--- src/rtl/udp_rx_filter_if.sv ---
// udp_rx_filter_if
//   Bundles the two streaming sides of the UDP receive filter.
//   FIFO side (first-word-fall-through read port):
//     in_data/in_keep/in_last : head beat, byte n = in_data[8n+7:8n]
//     in_empty                : FIFO has no beat
//     in_rd_en                : pop the head beat this cycle
//   Output side (valid/ready stream):
//     out_data/out_keep/out_last, out_valid, out_ready
//   slave  : the filter (reads FIFO head, drives the output stream)
//   master : the environment (FIFO model and downstream sink)
interface udp_rx_filter_if;
    logic [255:0] in_data;
    logic [31:0]  in_keep;
    logic         in_last;
    logic         in_empty;
    logic         in_rd_en;
    logic [255:0] out_data;
    logic [31:0]  out_keep;
    logic         out_last;
    logic         out_valid;
    logic         out_ready;

    modport slave (
        input  in_data, in_keep, in_last, in_empty,
        output in_rd_en,
        output out_data, out_keep, out_last, out_valid,
        input  out_ready
    );

    modport master (
        output in_data, in_keep, in_last, in_empty,
        input  in_rd_en,
        input  out_data, out_keep, out_last, out_valid,
        output out_ready
    );
endinterface

--- src/rtl/udp_rx_filter.sv ---
// udp_rx_filter
//   Pops 256-bit beats from a FWFT packet FIFO, parses Ethernet/IPv4/UDP
//   headers out of the first two beats and forwards frames addressed to
//   MATCH_IP:MATCH_PORT unmodified, with per-frame metadata. Everything
//   else is popped and discarded.
//   Ports:
//     clk, rst_n      : clock, asynchronous active-low reset
//     bus (slave)     : FIFO read side and output stream
//     meta_valid      : high while the first beat of a frame is presented
//     meta_*          : UDP ports/length and IPv4 source of the last accepted frame
//     frame_cnt       : accepted frames (wraps)
//     drop_cnt        : dropped frames (wraps)
//     csum_err_cnt    : frames rejected only by the IPv4 header checksum
//                       (present only with UDP_RX_IPCSUM_EN defined)
//   Build option: UDP_RX_IPCSUM_EN adds IPv4 header checksum validation.
module udp_rx_filter #(
    parameter logic [15:0] MATCH_PORT = 16'd5000,
    parameter logic [31:0] MATCH_IP   = 32'hC0A8_0001,
    parameter int          CNT_W      = 32
) (
    input  logic             clk,
    input  logic             rst_n,
    udp_rx_filter_if.slave   bus,
    output logic             meta_valid,
    output logic [15:0]      meta_src_port,
    output logic [15:0]      meta_dst_port,
    output logic [15:0]      meta_udp_len,
    output logic [31:0]      meta_src_ip,
    output logic [CNT_W-1:0] frame_cnt,
    output logic [CNT_W-1:0] drop_cnt
`ifdef UDP_RX_IPCSUM_EN
    ,
    output logic [CNT_W-1:0] csum_err_cnt
`endif
);

    typedef enum logic [2:0] {S_IDLE, S_HDR1, S_FWD0, S_FWD1, S_STREAM, S_DROP} state_t;

    state_t           r_state, w_state_nxt;
    logic [255:0]     r_hold0_data, r_hold1_data, r_out_data;
    logic [31:0]      r_hold0_keep, r_hold1_keep, r_out_keep;
    logic             r_last1, r_out_last, r_out_valid, r_meta_valid;
    logic [15:0]      r_src_port, r_dst_port, r_udp_len;
    logic [31:0]      r_src_ip;
    logic [CNT_W-1:0] r_frame_cnt, r_drop_cnt;
    logic             w_rd_en, w_hs, w_hdr_ok, w_accept;

    function automatic logic [7:0] f_byte(input logic [255:0] d, input int n);
        return d[8*n +: 8];
    endfunction

    // Header fields: beat0 is held, beat1 is the FIFO head while in HDR1.
    logic [15:0] w_ethertype, w_src_port, w_dst_port, w_udp_len;
    logic [31:0] w_src_ip, w_dst_ip;
    assign w_ethertype = {f_byte(r_hold0_data, 12), f_byte(r_hold0_data, 13)};
    assign w_src_ip    = {f_byte(r_hold0_data, 26), f_byte(r_hold0_data, 27),
                          f_byte(r_hold0_data, 28), f_byte(r_hold0_data, 29)};
    assign w_dst_ip    = {f_byte(r_hold0_data, 30), f_byte(r_hold0_data, 31),
                          f_byte(bus.in_data, 0),   f_byte(bus.in_data, 1)};
    assign w_src_port  = {f_byte(bus.in_data, 2), f_byte(bus.in_data, 3)};
    assign w_dst_port  = {f_byte(bus.in_data, 4), f_byte(bus.in_data, 5)};
    assign w_udp_len   = {f_byte(bus.in_data, 6), f_byte(bus.in_data, 7)};

    // keep[7] guarantees the UDP length field is actually present in beat1.
    assign w_hdr_ok = (w_ethertype == 16'h0800) && (f_byte(r_hold0_data, 14) == 8'h45) &&
                      (f_byte(r_hold0_data, 23) == 8'h11) && (w_dst_ip == MATCH_IP) &&
                      (w_dst_port == MATCH_PORT) && bus.in_keep[7];

`ifdef UDP_RX_IPCSUM_EN
    // One's-complement sum of header bytes 14..33: nine words from beat0,
    // the last one (bytes 32-33) from beat1. Two folds absorb all carries.
    logic [19:0] w_csum_acc;
    logic [16:0] w_csum_f1;
    logic [15:0] w_csum_f2;
    logic        w_csum_ok;
    always_comb begin
        w_csum_acc = 20'd0;
        for (int i = 0; i < 9; i++)
            w_csum_acc = w_csum_acc + {4'd0, f_byte(r_hold0_data, 14 + 2*i),
                                             f_byte(r_hold0_data, 15 + 2*i)};
        w_csum_acc = w_csum_acc + {4'd0, f_byte(bus.in_data, 0), f_byte(bus.in_data, 1)};
    end
    assign w_csum_f1 = {1'b0, w_csum_acc[15:0]} + {13'd0, w_csum_acc[19:16]};
    assign w_csum_f2 = w_csum_f1[15:0] + {15'd0, w_csum_f1[16]};
    assign w_csum_ok = (w_csum_f2 == 16'hFFFF);
    assign w_accept  = w_hdr_ok && w_csum_ok;
`else
    assign w_accept  = w_hdr_ok;
`endif

    assign w_hs = r_out_valid && bus.out_ready;

    always_ff @(posedge clk or negedge rst_n) begin
        if (!rst_n) r_state <= S_IDLE;
        else        r_state <= w_state_nxt;
    end

    always_comb begin
        w_state_nxt = r_state;
        w_rd_en     = 1'b0;
        case (r_state)
            S_IDLE: begin
                w_rd_en = !bus.in_empty;
                if (w_rd_en && !bus.in_last) w_state_nxt = S_HDR1;
            end
            S_HDR1: begin
                w_rd_en = !bus.in_empty;
                if (w_rd_en)
                    w_state_nxt = w_accept ? S_FWD0 : (bus.in_last ? S_IDLE : S_DROP);
            end
            S_FWD0:   if (w_hs) w_state_nxt = S_FWD1;
            S_FWD1:   if (w_hs) w_state_nxt = r_last1 ? S_IDLE : S_STREAM;
            S_STREAM: begin
                // Never pop past a presented last beat: the next beat belongs
                // to the following frame and must be parsed in IDLE.
                w_rd_en = !bus.in_empty && !(r_out_valid && r_out_last) &&
                          (bus.out_ready || !r_out_valid);
                if (w_hs && r_out_last) w_state_nxt = S_IDLE;
            end
            S_DROP: begin
                w_rd_en = !bus.in_empty;
                if (w_rd_en && bus.in_last) w_state_nxt = S_IDLE;
            end
            default: w_state_nxt = S_IDLE;
        endcase
    end

    // Gated so no pop is requested while reset is held.
    assign bus.in_rd_en = w_rd_en && rst_n;

    always_ff @(posedge clk or negedge rst_n) begin
        if (!rst_n) begin
            r_hold0_data <= '0; r_hold0_keep <= '0;
            r_hold1_data <= '0; r_hold1_keep <= '0; r_last1 <= 1'b0;
            r_out_data   <= '0; r_out_keep   <= '0; r_out_last <= 1'b0;
            r_out_valid  <= 1'b0; r_meta_valid <= 1'b0;
            r_src_port   <= '0; r_dst_port <= '0; r_udp_len <= '0; r_src_ip <= '0;
            r_frame_cnt  <= '0; r_drop_cnt <= '0;
`ifdef UDP_RX_IPCSUM_EN
            csum_err_cnt <= '0;
`endif
        end else begin
            case (r_state)
                S_IDLE: if (w_rd_en) begin
                    r_hold0_data <= bus.in_data;
                    r_hold0_keep <= bus.in_keep;
                    if (bus.in_last) r_drop_cnt <= r_drop_cnt + 1'b1;
                end
                S_HDR1: if (w_rd_en) begin
                    r_hold1_data <= bus.in_data;
                    r_hold1_keep <= bus.in_keep;
                    r_last1      <= bus.in_last;
                    if (w_accept) begin
                        r_out_data   <= r_hold0_data;
                        r_out_keep   <= r_hold0_keep;
                        r_out_last   <= 1'b0;
                        r_out_valid  <= 1'b1;
                        r_meta_valid <= 1'b1;
                        r_src_port   <= w_src_port;
                        r_dst_port   <= w_dst_port;
                        r_udp_len    <= w_udp_len;
                        r_src_ip     <= w_src_ip;
                    end else if (bus.in_last) begin
                        r_drop_cnt <= r_drop_cnt + 1'b1;
                    end
`ifdef UDP_RX_IPCSUM_EN
                    if (w_hdr_ok && !w_csum_ok) csum_err_cnt <= csum_err_cnt + 1'b1;
`endif
                end
                S_FWD0: if (w_hs) begin
                    r_out_data   <= r_hold1_data;
                    r_out_keep   <= r_hold1_keep;
                    r_out_last   <= r_last1;
                    r_meta_valid <= 1'b0;
                end
                S_FWD1: if (w_hs) begin
                    r_out_valid <= 1'b0;
                    if (r_last1) r_frame_cnt <= r_frame_cnt + 1'b1;
                end
                S_STREAM: begin
                    if (w_rd_en) begin
                        r_out_data  <= bus.in_data;
                        r_out_keep  <= bus.in_keep;
                        r_out_last  <= bus.in_last;
                        r_out_valid <= 1'b1;
                    end else if (w_hs) begin
                        r_out_valid <= 1'b0;
                    end
                    if (w_hs && r_out_last) r_frame_cnt <= r_frame_cnt + 1'b1;
                end
                S_DROP: if (w_rd_en && bus.in_last) r_drop_cnt <= r_drop_cnt + 1'b1;
                default: ;
            endcase
        end
    end

    assign bus.out_data   = r_out_data;
    assign bus.out_keep   = r_out_keep;
    assign bus.out_last   = r_out_last;
    assign bus.out_valid  = r_out_valid;
    assign meta_valid     = r_meta_valid;
    assign meta_src_port  = r_src_port;
    assign meta_dst_port  = r_dst_port;
    assign meta_udp_len   = r_udp_len;
    assign meta_src_ip    = r_src_ip;
    assign frame_cnt      = r_frame_cnt;
    assign drop_cnt       = r_drop_cnt;

endmodule

--- src/flat_wrapper.sv ---
// flat-port wrapper written by rule: the top's interface ports become plain ports
module udp_rx_filter_flat 
#(
    parameter logic [15:0] MATCH_PORT = 16'd5000,
    parameter logic [31:0] MATCH_IP   = 32'hC0A8_0001,
    parameter int          CNT_W      = 32
)
  (clk, rst_n, meta_valid, meta_src_port, meta_dst_port, meta_udp_len, meta_src_ip, frame_cnt, drop_cnt, bus_in_data, bus_in_keep, bus_in_last, bus_in_empty, bus_in_rd_en, bus_out_data, bus_out_keep, bus_out_last, bus_out_valid, bus_out_ready);
  udp_rx_filter_if bus_i ();
  input  logic clk;
  input  logic rst_n;
  output logic meta_valid;
  output logic [15:0] meta_src_port;
  output logic [15:0] meta_dst_port;
  output logic [15:0] meta_udp_len;
  output logic [31:0] meta_src_ip;
  output logic [CNT_W-1:0] frame_cnt;
  output logic [CNT_W-1:0] drop_cnt;
  input wire logic [$bits(bus_i.in_data)-1:0] bus_in_data;
  input wire logic [$bits(bus_i.in_keep)-1:0] bus_in_keep;
  input wire logic [$bits(bus_i.in_last)-1:0] bus_in_last;
  input wire logic [$bits(bus_i.in_empty)-1:0] bus_in_empty;
  output wire logic [$bits(bus_i.in_rd_en)-1:0] bus_in_rd_en;
  output wire logic [$bits(bus_i.out_data)-1:0] bus_out_data;
  output wire logic [$bits(bus_i.out_keep)-1:0] bus_out_keep;
  output wire logic [$bits(bus_i.out_last)-1:0] bus_out_last;
  output wire logic [$bits(bus_i.out_valid)-1:0] bus_out_valid;
  input wire logic [$bits(bus_i.out_ready)-1:0] bus_out_ready;
  assign bus_i.in_data = bus_in_data;
  assign bus_i.in_keep = bus_in_keep;
  assign bus_i.in_last = bus_in_last;
  assign bus_i.in_empty = bus_in_empty;
  assign bus_in_rd_en = bus_i.in_rd_en;
  assign bus_out_data = bus_i.out_data;
  assign bus_out_keep = bus_i.out_keep;
  assign bus_out_last = bus_i.out_last;
  assign bus_out_valid = bus_i.out_valid;
  assign bus_i.out_ready = bus_out_ready;
  udp_rx_filter #(.MATCH_PORT(MATCH_PORT), .MATCH_IP(MATCH_IP), .CNT_W(CNT_W)) u_core (.clk(clk), .rst_n(rst_n), .bus(bus_i), .meta_valid(meta_valid), .meta_src_port(meta_src_port), .meta_dst_port(meta_dst_port), .meta_udp_len(meta_udp_len), .meta_src_ip(meta_src_ip), .frame_cnt(frame_cnt), .drop_cnt(drop_cnt));
endmodule
--- config.mk ---
export PLATFORM = sky130hd
export DESIGN_NAME = udp_rx_filter_flat
export DESIGN_NICKNAME = d
export VERILOG_FILES = /design/src/rtl/udp_rx_filter_if.sv /design/src/rtl/udp_rx_filter.sv /design/src/flat_wrapper.sv
export SDC_FILE = /design/constraint.sdc
export NUM_CORES = 2
export LEC_CHECK = 0
export BUFFER_PORTS_ARGS = -buffer_cell sky130_fd_sc_hd__buf_2
export CAP_MARGIN = 20
export CORE_ASPECT_RATIO = 0.75
export CORE_MARGIN = 5
export CORE_UTILIZATION = 51
export CTS_CLUSTER_SIZE = 8
export DETAILED_ROUTE_END_ITERATION = 6
export HOLD_SLACK_MARGIN = 0.05
export PLACE_DENSITY = 0.88
export SLEW_MARGIN = 20
export SYNTH_ARGS = -nofsm -noshare
export SYNTH_HDL_FRONTEND = slang
export SYNTH_SLANG_ARGS = --single-unit
--- constraint.sdc ---
create_clock -name clk -period 2.6 [get_ports clk]
set_input_delay 0.26 -clock clk [delete_from_list [all_inputs] [get_ports clk]]
set_output_delay 0.26 -clock clk [all_outputs]
set_load 0.01 [all_outputs]
==> summary.txt <==
CTS
  • Maximum root-to-sink buffer count: 3
  • Num CTS Buffers: 145
  • CTS H-tree depth: 4
  • CTS tree: done
  • Root Driver: clkbuf_16
  • Clock sinks: 1015
  • Worst skew pair latency: ~0.73 ns
  • Clk slew on worst S/H paths: around 0.06 ns

Floorplanning
  • Die width: between 300 and 400 um
  • Die Area: 87900 um2
  • Core Region: 81800 um2
  • Vert. Die Dim: 258 um
  • # rows: 91
  • Initial Util: 51.2%
  • I/O pin total: 729

Finish
  • # nets final: approximately 4.8k
  • Fin util: approximately 69%
  • Layout cells sized above 1: 39.7%
  • Area added between synthesis and finish: 34.8%
  • Filler instances: 4958

Critical path
  • Cell Chain, Critical Path: nor4b_4 -> nand4_1 -> or4_4 -> o21ai_4 -> buf_12 -> clkbuf_16 -> buf_16 -> nor2_2 -> a31oi_2
  • CP Capture Type: flop
  • CP arrival: 3.65 ns
  • Startpoint types: flop
  • Worst-path maximum fanout: 8
  • CP max stage delay: 0.61 ns
  • Slowest CP cell: or4_4
  • Critical Path RT: 3.16 ns
  • Crit path kind: reg2reg

Detailed routing
  • Routed Antenna Nets: 0
  • Detailed-route DRC error count: 0
  • DRT Pass-1 Iters: 6
  • DRT iter0 DRCs: just under 4k
  • Drt via density: 6.40
  • WL per Instance: 27.9 um
  • DR vias: 35.9k
  • DRT Wirelength: approximately 160000 um

Run status
  • Failing checks: negative setup slack
  • Status: complete, but fails checks

Synth
  • Post-synth top flop: dfrtp_1
  • Mean area per synthesized cell: roughly 12 um2
  • Unique masters post-synth: 49
  • Register area share after synthesis: 60.7%
  • Post-synth EDFFs: 0
  • Yosys top cell by area: dfrtp_1
  • Ys Warns: 0
  • Synth Cell Area: 41800 um2
  • Async SR Flop Fraction: 100%
  • Top cells by area, synth: dfrtp_1 (61%), mux2_2 (16%), a22oi_1 (5.2%)
  • Cell count after synthesis: 3364
  • Synth top area share: 60.7%
  • Post-Syn Nets: 3659
  • Yosys reg bits: just over 1k

Place
  • Final GP Congestion: between 0.8 and 0.9
  • IO Port Bufs: 728
  • Pre-CTS setup slack: -0.315 ns
  • DP HPWL: about 86000 um

Global routing
  • GRT Overall Usage: 33.4%
  • Largest net degree at the start of global routing: roughly 140
  • Global-route wire length before repair: 228000 um
  • Vias in the first global route: around 37k
  • Antenna violations before repair: 28
  • Global route overflow: 0

Pwr
  • Lkg Pwr: 25.2 nW
  • Worst ir drop on vdd: 1.05 mV
  • Power Density: 1240 nW/um2

Timing
  • Tightest Pin Transition: 1.04 ns
  • Slew margin rel.: approximately 31%
  • Minimum clock period after layout: 3.08 ns
  • Fin Setup TNS: -35.05 ns
  • Max-slew violation count: 0
  • RSZ-0062 raised after global routing: true
  • Fmax: approximately 0.32 GHz
  • Setup Viol. Count Final: roughly 320
  • PnR worst setup slack: -0.483 ns
  • Fin crit share: 119%
  • Clock Skews: 0.0260 ns
  • Final Hold Fails: 0

Hold path
  • Hold Crit Class: in2async

Run
  • Max cap viols: 0
## synth_stat cells (7+ instances only)
master    instances
nor3_1            8
nand3_1          30
nor2_1          314
a22oi_1         290
mux2_1           62
and3_1           16
xnor2_1          56
buf_2            94
nand4_1          30
dfrtp_1        1015
a21oi_1           8
nand2_1         324
mux2_2          581
clkbuf_1        134
nand2b_1          7
a31oi_1         289
and4_1            8
nor4_1           15
buf_1             9
and2_1           14
## power breakdown
part | internal, mW | switching [mW] | total [mW] | leakage (nW)
Clock | 10.2 | 7.01 | 17.2 | 1.92
Sequential | 22.9 | 5.28 | 28.2 | 12.1
Combinational | 11.3 | 13.1 | 24.4 | 11.1
## layout by cell type, fill, tap and decap left out, types with 58 or more instances in the layout
cell type | Yosys | layout
a31oi_1 | 289 | 262
mux2_2 | 581 | 581
a22oi_1 | 290 | 290
buf_12 | 0 | 58
dfrtp_1 | 1015 | 1015
mux2_1 | 62 | 62
clkbuf_16 | 0 | 162
dlygate4sd3_1 | 0 | 292
nor2_1 | 314 | 249
buf_4 | 0 | 94
buf_2 | 94 | 728
nand2_1 | 324 | 323
## critical path, delay by kind of cell (launching register included)
| family | cells | cell delay (ns) |
|---|---|---|
| DFF | 1 | 0.42 |
| buffers and inverters | 3 | 0.58 |
| and+or+nand+nor | 4 | 1.28 |
| AOI/OAI and AO/OA | 2 | 0.63 |
## layout make-up
| class | count | area [um2] | share of cell area [%] |
|---|---|---|---|
| multi-input cells | 2105 | 16100 | 28.5 |
| flip-flops and latches | 1015 | 25400 | 45.0 |
| clock inverters | 12 | 171 | 0.304 |
| inverters | 5 | 18.8 | 0.0333 |
| well taps | 1069 | 1340 | 2.37 |
| clock buffers | 151 | 3730 | 6.62 |
| repair buffers | 1228 | 9630 | 17.1 |
| diodes | 27 | 67.6 | 0.120 |
## cell families after synthesis
logic type      count (synthesis)  synth area share (%)
compound gates                598                  9.80
xor+xnor                       62                  1.30
fa+ha+maj                       2                0.0598
buf+inv                       245                  2.53
flops                        1015                  60.7
mux                           644                  17.3
simple gates                  798                  8.27
## through the flow
step | area [um2] | hold slack, ns | std cells | power, mW
2_1_floorplan | 41800 | -0.0356 | 3364 | 39.2
3_3_place_gp | 47700 | 0.196 | 5083 | 46.9
3_5_place_dp | 47700 | 0.192 | 5083 | 48.2
4_1_cts | 55600 | 0.180 | 5568 | 66.7
5_1_grt | 56400 | 0.237 | 5608 | 72.6
6_report | 56400 | 0.260 | 5612 | 69.8
## layer usage
| layer | part of all wire, % | GRT usage (%) |
|---|---|---|
| met1 | 36 | 41.2 |
| met2 | 47 | 53.3 |
| met3 | 10 | 9.64 |
| met4 | 7.2 | 18.4 |
| met5 | 0.025 | 0 |
## final timing paths
kind | end | startpoint | slack (ns) | depth (start not counted)
setup / recovery | u_core.bus.out_data[226]$_DFFE_PN0P_ | u_core.r_hold0_data[185]$_DFFE_PN0P_ | -0.48 | 9
hold / removal | u_core.r_hold1_keep[29]$_DFFE_PN0P_ | rst_n | 0.26 | 3
setup reg to reg | u_core.bus.out_data[226]$_DFFE_PN0P_ | u_core.r_hold0_data[185]$_DFFE_PN0P_ | -0.48 | 9
hold reg to reg | u_core.meta_dst_port[3]$_DFFE_PN0P_ | u_core.meta_dst_port[3]$_DFFE_PN0P_ | 0.47 | 1
max in group asynchronous | u_core.r_hold0_data[48]$_DFFE_PN0P_ | rst_n | 1.51 | 4
min in group clk | u_core.r_hold1_keep[3]$_DFFE_PN0P_ | bus_in_keep[3] | 0.35 | 3
## timing repair
action,CTS,global route
setup endpoints to repair,391,396
hold buffers,293,0
gates resized for setup,84,119
hold endpoints to repair,1291,0
gates cloned,18,15
buffers inserted,12,7
pin swaps,7,4
(Power assumes the default switching activity.)
